[config.mk]
export PLATFORM = sky130hd
export DESIGN_NAME = tdc_therm_decoder
export DESIGN_NICKNAME = d
export VERILOG_FILES = /design/src/rtl/tdc_therm_decoder.sv
export SDC_FILE = /design/constraint.sdc
export NUM_CORES = 1
export LEC_CHECK = 0
export CAP_MARGIN = 40
export CORE_MARGIN = 2
export CORE_UTILIZATION = 30
export DETAILED_ROUTE_END_ITERATION = 12
export SLEW_MARGIN = 40
export SYNTH_ARGS = -nofsm -noshare
export SYNTH_HDL_FRONTEND = slang
export SYNTH_SLANG_ARGS = --single-unit
[constraint.sdc]
create_clock -name clk -period 6.2 [get_ports clk]
set_input_delay 0.62 -clock clk [delete_from_list [all_inputs] [get_ports clk]]
set_output_delay 0.62 -clock clk [all_outputs]
set_load 0.01 [all_outputs]
[src/rtl/tdc_therm_decoder.sv]
// Thermometer-to-binary fine-time decoder for a 400-tap TDC delay line, fixed 4-stage latency.
// Optional majority bubble filter on the sampled code: define TDC_BUBBLE_FIX_EN.
module tdc_therm_decoder #(
    parameter int unsigned TAP_NUM  = 400,
    parameter int unsigned SEG_W    = 20,
    parameter int unsigned CODE_W   = 9,
    parameter int unsigned DEAD_CYC = 2
) (
    input  logic               clk,
    input  logic               rst_n,
    input  logic [TAP_NUM-1:0] step_data,
    input  logic               arm_en,
    output logic [CODE_W-1:0]  fine_code,
    output logic               fine_valid,
    output logic               range_err,
    output logic               hit_drop,
    output logic               busy
);

    localparam int unsigned NSEG   = TAP_NUM / SEG_W;
    localparam int unsigned SEG_CW = $clog2(SEG_W + 1);
    localparam int unsigned ZCNT_W = $clog2(DEAD_CYC + 1);

    typedef enum logic [1:0] {
        IDLE  = 2'd0,
        ARMED = 2'd1,
        BUSY  = 2'd2
    } state_t;

    state_t              state_q, state_d;
    logic [ZCNT_W-1:0]   zcnt_q, zcnt_d;
    logic [TAP_NUM-1:0]  s1_data;
    logic                prev_tap0;
    logic [TAP_NUM-1:0]  s2_data;
    logic [TAP_NUM-1:0]  filt_c;
    logic                hit_c, hit_acc_c, hit_drop_c;
    logic                hit_acc2, hit_acc3;
    logic [SEG_CW-1:0]   seg_cnt_c [NSEG];
    logic [SEG_CW-1:0]   s3_cnt [NSEG];
    logic [CODE_W-1:0]   sum_c;

    assign hit_c = s1_data[0] & ~prev_tap0;

    // Bubble filter: 3-tap majority, end taps passed through
    always_comb begin
        filt_c = s1_data;
`ifdef TDC_BUBBLE_FIX_EN
        for (int i = 1; i < int'(TAP_NUM) - 1; i++) begin
            filt_c[i] = (s1_data[i-1] & s1_data[i]) | (s1_data[i] & s1_data[i+1]) |
                        (s1_data[i-1] & s1_data[i+1]);
        end
`endif
    end

    // FSM next state; evaluated on S1 data
    always_comb begin
        state_d    = state_q;
        zcnt_d     = zcnt_q;
        hit_acc_c  = 1'b0;
        hit_drop_c = 1'b0;
        case (state_q)
            IDLE: begin
                if (arm_en) state_d = ARMED;
            end
            ARMED: begin
                if (hit_c) begin
                    hit_acc_c = 1'b1;
                    state_d   = BUSY;
                    zcnt_d    = '0;
                end
            end
            BUSY: begin
                if (hit_c) begin
                    hit_drop_c = 1'b1;
                    zcnt_d     = '0;
                end else if (s1_data[0]) begin
                    zcnt_d = '0;
                end else if (zcnt_q == ZCNT_W'(DEAD_CYC - 1)) begin
                    zcnt_d  = '0;
                    state_d = ARMED;
                end else begin
                    zcnt_d = zcnt_q + 1'b1;
                end
            end
            default: state_d = IDLE;
        endcase
        if (!arm_en) state_d = IDLE;
    end

    always_ff @(posedge clk or negedge rst_n) begin
        if (!rst_n) begin
            state_q  <= IDLE;
            zcnt_q   <= '0;
            busy     <= 1'b0;
            hit_drop <= 1'b0;
            hit_acc2 <= 1'b0;
        end else begin
            state_q  <= state_d;
            zcnt_q   <= zcnt_d;
            busy     <= (state_d == BUSY);
            hit_drop <= hit_drop_c;
            hit_acc2 <= hit_acc_c;
        end
    end

    // First-level segment popcounts on S2 data
    always_comb begin
        for (int s = 0; s < int'(NSEG); s++) begin
            seg_cnt_c[s] = '0;
            for (int b = 0; b < int'(SEG_W); b++) begin
                seg_cnt_c[s] = seg_cnt_c[s] + SEG_CW'(s2_data[s*int'(SEG_W) + b]);
            end
        end
    end

    always_comb begin
        sum_c = '0;
        for (int s = 0; s < int'(NSEG); s++) begin
            sum_c = sum_c + CODE_W'(s3_cnt[s]);
        end
    end

    // Data pipeline S1..S4
    always_ff @(posedge clk or negedge rst_n) begin
        if (!rst_n) begin
            s1_data    <= '0;
            prev_tap0  <= 1'b0;
            s2_data    <= '0;
            hit_acc3   <= 1'b0;
            for (int s = 0; s < int'(NSEG); s++) s3_cnt[s] <= '0;
            fine_code  <= '0;
            fine_valid <= 1'b0;
            range_err  <= 1'b0;
        end else begin
            s1_data    <= step_data;
            prev_tap0  <= s1_data[0];
            s2_data    <= filt_c;
            hit_acc3   <= hit_acc2;
            for (int s = 0; s < int'(NSEG); s++) s3_cnt[s] <= seg_cnt_c[s];
            fine_valid <= hit_acc3;
            if (hit_acc3) begin
                fine_code <= sum_c;
                range_err <= (sum_c == CODE_W'(TAP_NUM));
            end
        end
    end

endmodule
; ---- Word level (Yosys, flattened, before mapping)
; Cells that the tools add are included.
[word_totals]
input_bits = 403
elab_cells = 457
register_bits = 920
output_inout_bits = 13
[op_classes]
n_eq_ne = 6
n_mux = 14
reduce_logical = 3
addsub = 400
bitwise = 2
[op_table]
columns = cell, count
row1 = $add A5 B1 Y5, 300
row2 = $add A9 B5 Y9, 15
row3 = $add A4 B1 Y5, 20
row4 = $add A3 B1 Y4, 20
row5 = $add A2 B1 Y3, 20
row6 = $add A1 B1 Y2, 20
row7 = $mux W2, 9
row8 = $add A8 B5 Y9, 1
row9 = $eq A9 B9 Y1 const B, 1
row10 = $add A7 B5 Y8, 1
row11 = $add A6 B5 Y7, 1
row12 = $add A5 B5 Y6, 1
row13 = $pmux W2 S3, 1
row14 = $eq A2 B1 Y1 const B, 2
row15 = $eq A2 B2 Y1 const B, 2
row16 = $pmux W2 S2, 1
row17 = $mux W1, 3
row18 = $add A2 B1 Y2 const B, 1
row19 = $logic_not A2 Y1, 1
row20 = $ne A2 B2 Y1 const B, 1
row21 = $reduce_and A2 Y1, 1
row22 = $reduce_bool A2 Y1, 1
row23 = $and A1 B1 Y1, 1
row24 = $not A1 Y1, 1

; ---- Longest topological paths before layout
[depth]
word_depth = 20
ltp_mapped = 20
depth_no_buf = 20

; ---- Least setup slack after synthesis
; No wires, ideal clock.
[synth_path]
kind = register to register
from = register s3_cnt[2] (netlist name)
to = register fine_code[7]
arrival_time_ns = 5.449
path_buffers = 0
setup_time_ns = 0.125
required_time_ns = 6.075
path_slack_ns = 0.626
stages_incl_launch_ff = 19
synth_period_minus_slack_ns = 5.574
path_cell_list = dfrtp_1 inv_1 fa_1 inv_1 fa_1 fa_1 fa_1 fa_1 inv_1 fa_1 inv_1 fa_1 inv_1 fa_1 nand2b_1 a21oi_1 mux2i_1 nand2_1 mux2_2
[synth_via]
elab_chain_len = 1
[synth_rtl]
columns = item, line
row1 = start: declaration, 39  ; logic [SEG_CW-1:0] s3_cnt [NSEG];
row2 = $add A9 B5 Y9, 119  ; sum_c = sum_c + CODE_W'(s3_cnt[s]);
row3 = end signal: assignment, 142  ; fine_code <= sum_c;
row4 = end: declaration, 13  ; output logic [CODE_W-1:0] fine_code,
; No other way between the ends.
; A chain may end at the register's enable or synchronous reset.

; ---- Worst setup path in the final report
[layout_path]
from = register s3_cnt[2] (netlist name)
to = register range_err
[layout_via]
elab_chain_len = 2
[layout_rtl]
columns = item, line
row1 = $add A9 B5 Y9, 119
row2 = $eq A9 B9 Y1, 143  ; range_err <= (sum_c == CODE_W'(TAP_NUM));
row3 = end signal: assignment, 143
row4 = end: declaration, 15  ; output logic range_err,
; No other way between the ends.

==> qor.yml <==
run_status:
  status: "finished, final reports clean"
cts:
  clk_path_buf_depth: 3
  clkLatencyLatePin_ns: 0.70
  clkTransAtPathRegs_ns: 0.06
  ctsRootBufferMaster: "clkbuf_16"
  post-cts-setup-buffers: 0
  cts_made_buffers: 99
  holdBufCountCts: 1
  cts_tree: "yes"
  htreeDepth: 3
  ctsResizeCount: 0
  clock-sinks: 919
global_route:
  grt_pass1_wl_mm: 108
  grt_pass1_vias: 19069
  grtUsageTotal_pct: 11.9
  antenna_found_initial: 18
  grt_max_degree: 127
  overflow: 0
routing:
  drc: 0
  wl_mm: 69.1
  avgViaCountPerCell: 3.71
  drtPass1Iterations: 4
  drtIter0Drc: 775
  wl_per_cell_um: 15.4
  vias: 16657
  antenna_left: 0
timing:
  hold_ws_ns: 0.307
  skew_ns: 0.0420
  setup_violations: 0
  grt_setup_unrepaired: "no"
  drv_slew: 0
  fmax_ghz: 0.172
  min_period_ns: 5.82
  final.setup.tns_ns: 0
  hold_viol: 0
  min_period_over_period_pct: 93.9
  worst_slew_pin_slew_ns: 0.692
  max_slew_margin_pct: 53.9
layout:
  design_area_um2: 46000
  drive_gt1_share_pct: 6.75
  area_growth_pct: 27.6
  nNetsFinal: 3722
  instances_no_fill: 4493
setup_path:
  critical_path_class: "flop to flop"
  worstSetupEndpointType: "flop"
  crit_required_ns: 6.81
  cp_max_fo: 2
  start_kind: "flop"
  worstPathArrival_ns: 6.43
placement:
  dp_hpwl_mm: 53.8
  post_dp_cell_area_um2: 42400
  gp_congestion: 0.752
  io_buffers: 415
  dpl.cell_count: 4298
floorplan:
  die_width_um: 351
  start_util_pct: 30.2
  ios: 416
  die_h_um: 351
  dieArea_um2: 123000
  rows: 127
  fp.coreArea_um2: 119000
synthesis:
  seq_area_frac_synth_pct: 63.8
  synthFlopType: "dfrtp_1"
  yosys-top-cells-count: "dfrtp_1, inv_1, fa_1"
  synth_cell_types: 31
  syn-cell-area_um2: 36100
  synth_top_area_cell: "dfrtp_1"
  syn-num-nets: 3195
  syn_area_per_cell_um2: 15.9
  synth_seq_cells: 919
  synth_top_area_share_pct: 63.8
  ys_top_cells_by_area: "dfrtp_1, fa_1, inv_1"
  async_flop_share_pct: 100
  syn_inst: 2262
  synth_edf_count: 0
  yosysMostFrequentCell: "dfrtp_1"
  yosys_warnings: 0
min_path:
  hold_path.class: "flop to flop"
run:
  cap_violations: 0
## per-stage QoR
stage                     setup WS [ns]  util (%)
after floorplan                   0.626         -
after global placement            0.400      35.4
after detailed placement          0.351      35.5
after CTS                         0.310      38.5
after global routing             0.0776      38.5
final                             0.377      38.5
## cell usage in the layout (no fill, tap or decap), drive strengths merged, types with 2 or more instances in the layout
| cell type | n |
|---|---|
| a21o | 20 |
| a21oi | 29 |
| buf | 12 |
| bufinv | 9 |
| clkbuf | 131 |
| clkdlybuf4s50 | 414 |
| clkinv | 27 |
| clkinvlp | 9 |
| dfrtp | 919 |
| diode | 8 |
| fa | 364 |
| ha | 166 |
| inv | 618 |
| mux2 | 6 |
| mux2i | 2 |
| nand2 | 5 |
| nand2b | 23 |
| nand3b | 2 |
| nor2 | 9 |
| nor2b | 23 |
| nor3 | 2 |
| o21ai | 25 |
| o21bai | 2 |
| xnor2 | 43 |
| xor2 | 2 |
## critical path: stages (launching register included)
cell and delay [ns]:
dfrtp_1 0.33, inv_1 0.06, fa_1 0.53, inv_1 0.05
fa_1 0.51, fa_1 0.55, fa_1 0.52, fa_1 0.54
inv_1 0.05, fa_1 0.52, inv_1 0.05, fa_1 0.53
inv_1 0.07, fa_1 0.44, xnor2_1 0.16, nor4_1 0.26
nand3b_1 0.11, a211o_1 0.24, o32ai_2 0.19
## logic make-up after synthesis
logic type	synth area share, %
flip-flops	63.8
buffers and inverters	6.35
adder cells (fa/ha/maj)	26.0
AO/OA/AOI/OAI	1.51
AND/OR/NAND/NOR	1.05
XOR/XNOR	1.09
multiplexers	0.243
## layer usage
metal / vias up / part of all wire [%] / GRT usage [%]
met1: 8645 / 39 / 14.3
met2: 292 / 52 / 20.7
met5: - / 0.088 / 0
li1: 7600 / - / -
met3: 110 / 5.8 / 2.97
met4: 10 / 2.2 / 4.03
## area by class of cell
class | count | area, um2
Fill cell | 11160 | 73500
Sequential cell | 919 | 23000
Multi-Input combinational cell | 733 | 10800
Timing Repair Buffer | 427 | 4370
Clock buffer | 131 | 2790
Inverter | 609 | 2290
Tap cell | 1612 | 2020
Clock inverter | 54 | 761
Antenna cell | 8 | 20.0
## path summary, 6_finish.rpt
check                      cells past startpoint  startpoint  slack, ns     endpoint
setup reg to reg                              18   s3_cnt[2]       0.38    range_err
max in group asynchronous                      5       rst_n       4.08   filt_c[64]
min in group asynchronous                      2       rst_n       0.40  filt_c[311]
hold reg to reg                                0  filt_c[66]       0.31  s2_data[66]
hold / removal                                 0  filt_c[66]       0.31  s2_data[66]
setup / recovery                              18   s3_cnt[2]       0.38    range_err
## registers in the layout, indices dropped and copies added, names as in the netlist
| name | count |
|---|---|
| filt_c | 400 |
| s2_data | 400 |
| s3_cnt | 100 |
| fine_code | 9 |
| state_q | 2 |
| zcnt_q | 2 |
| busy | 1 |
| fine_valid | 1 |
| hit_acc2 | 1 |
| hit_acc3 | 1 |
| hit_drop | 1 |
| range_err | 1 |
Power is not shown: default switching activity piles up to over one toggle a cycle in this logic, so the estimate is an artifact.
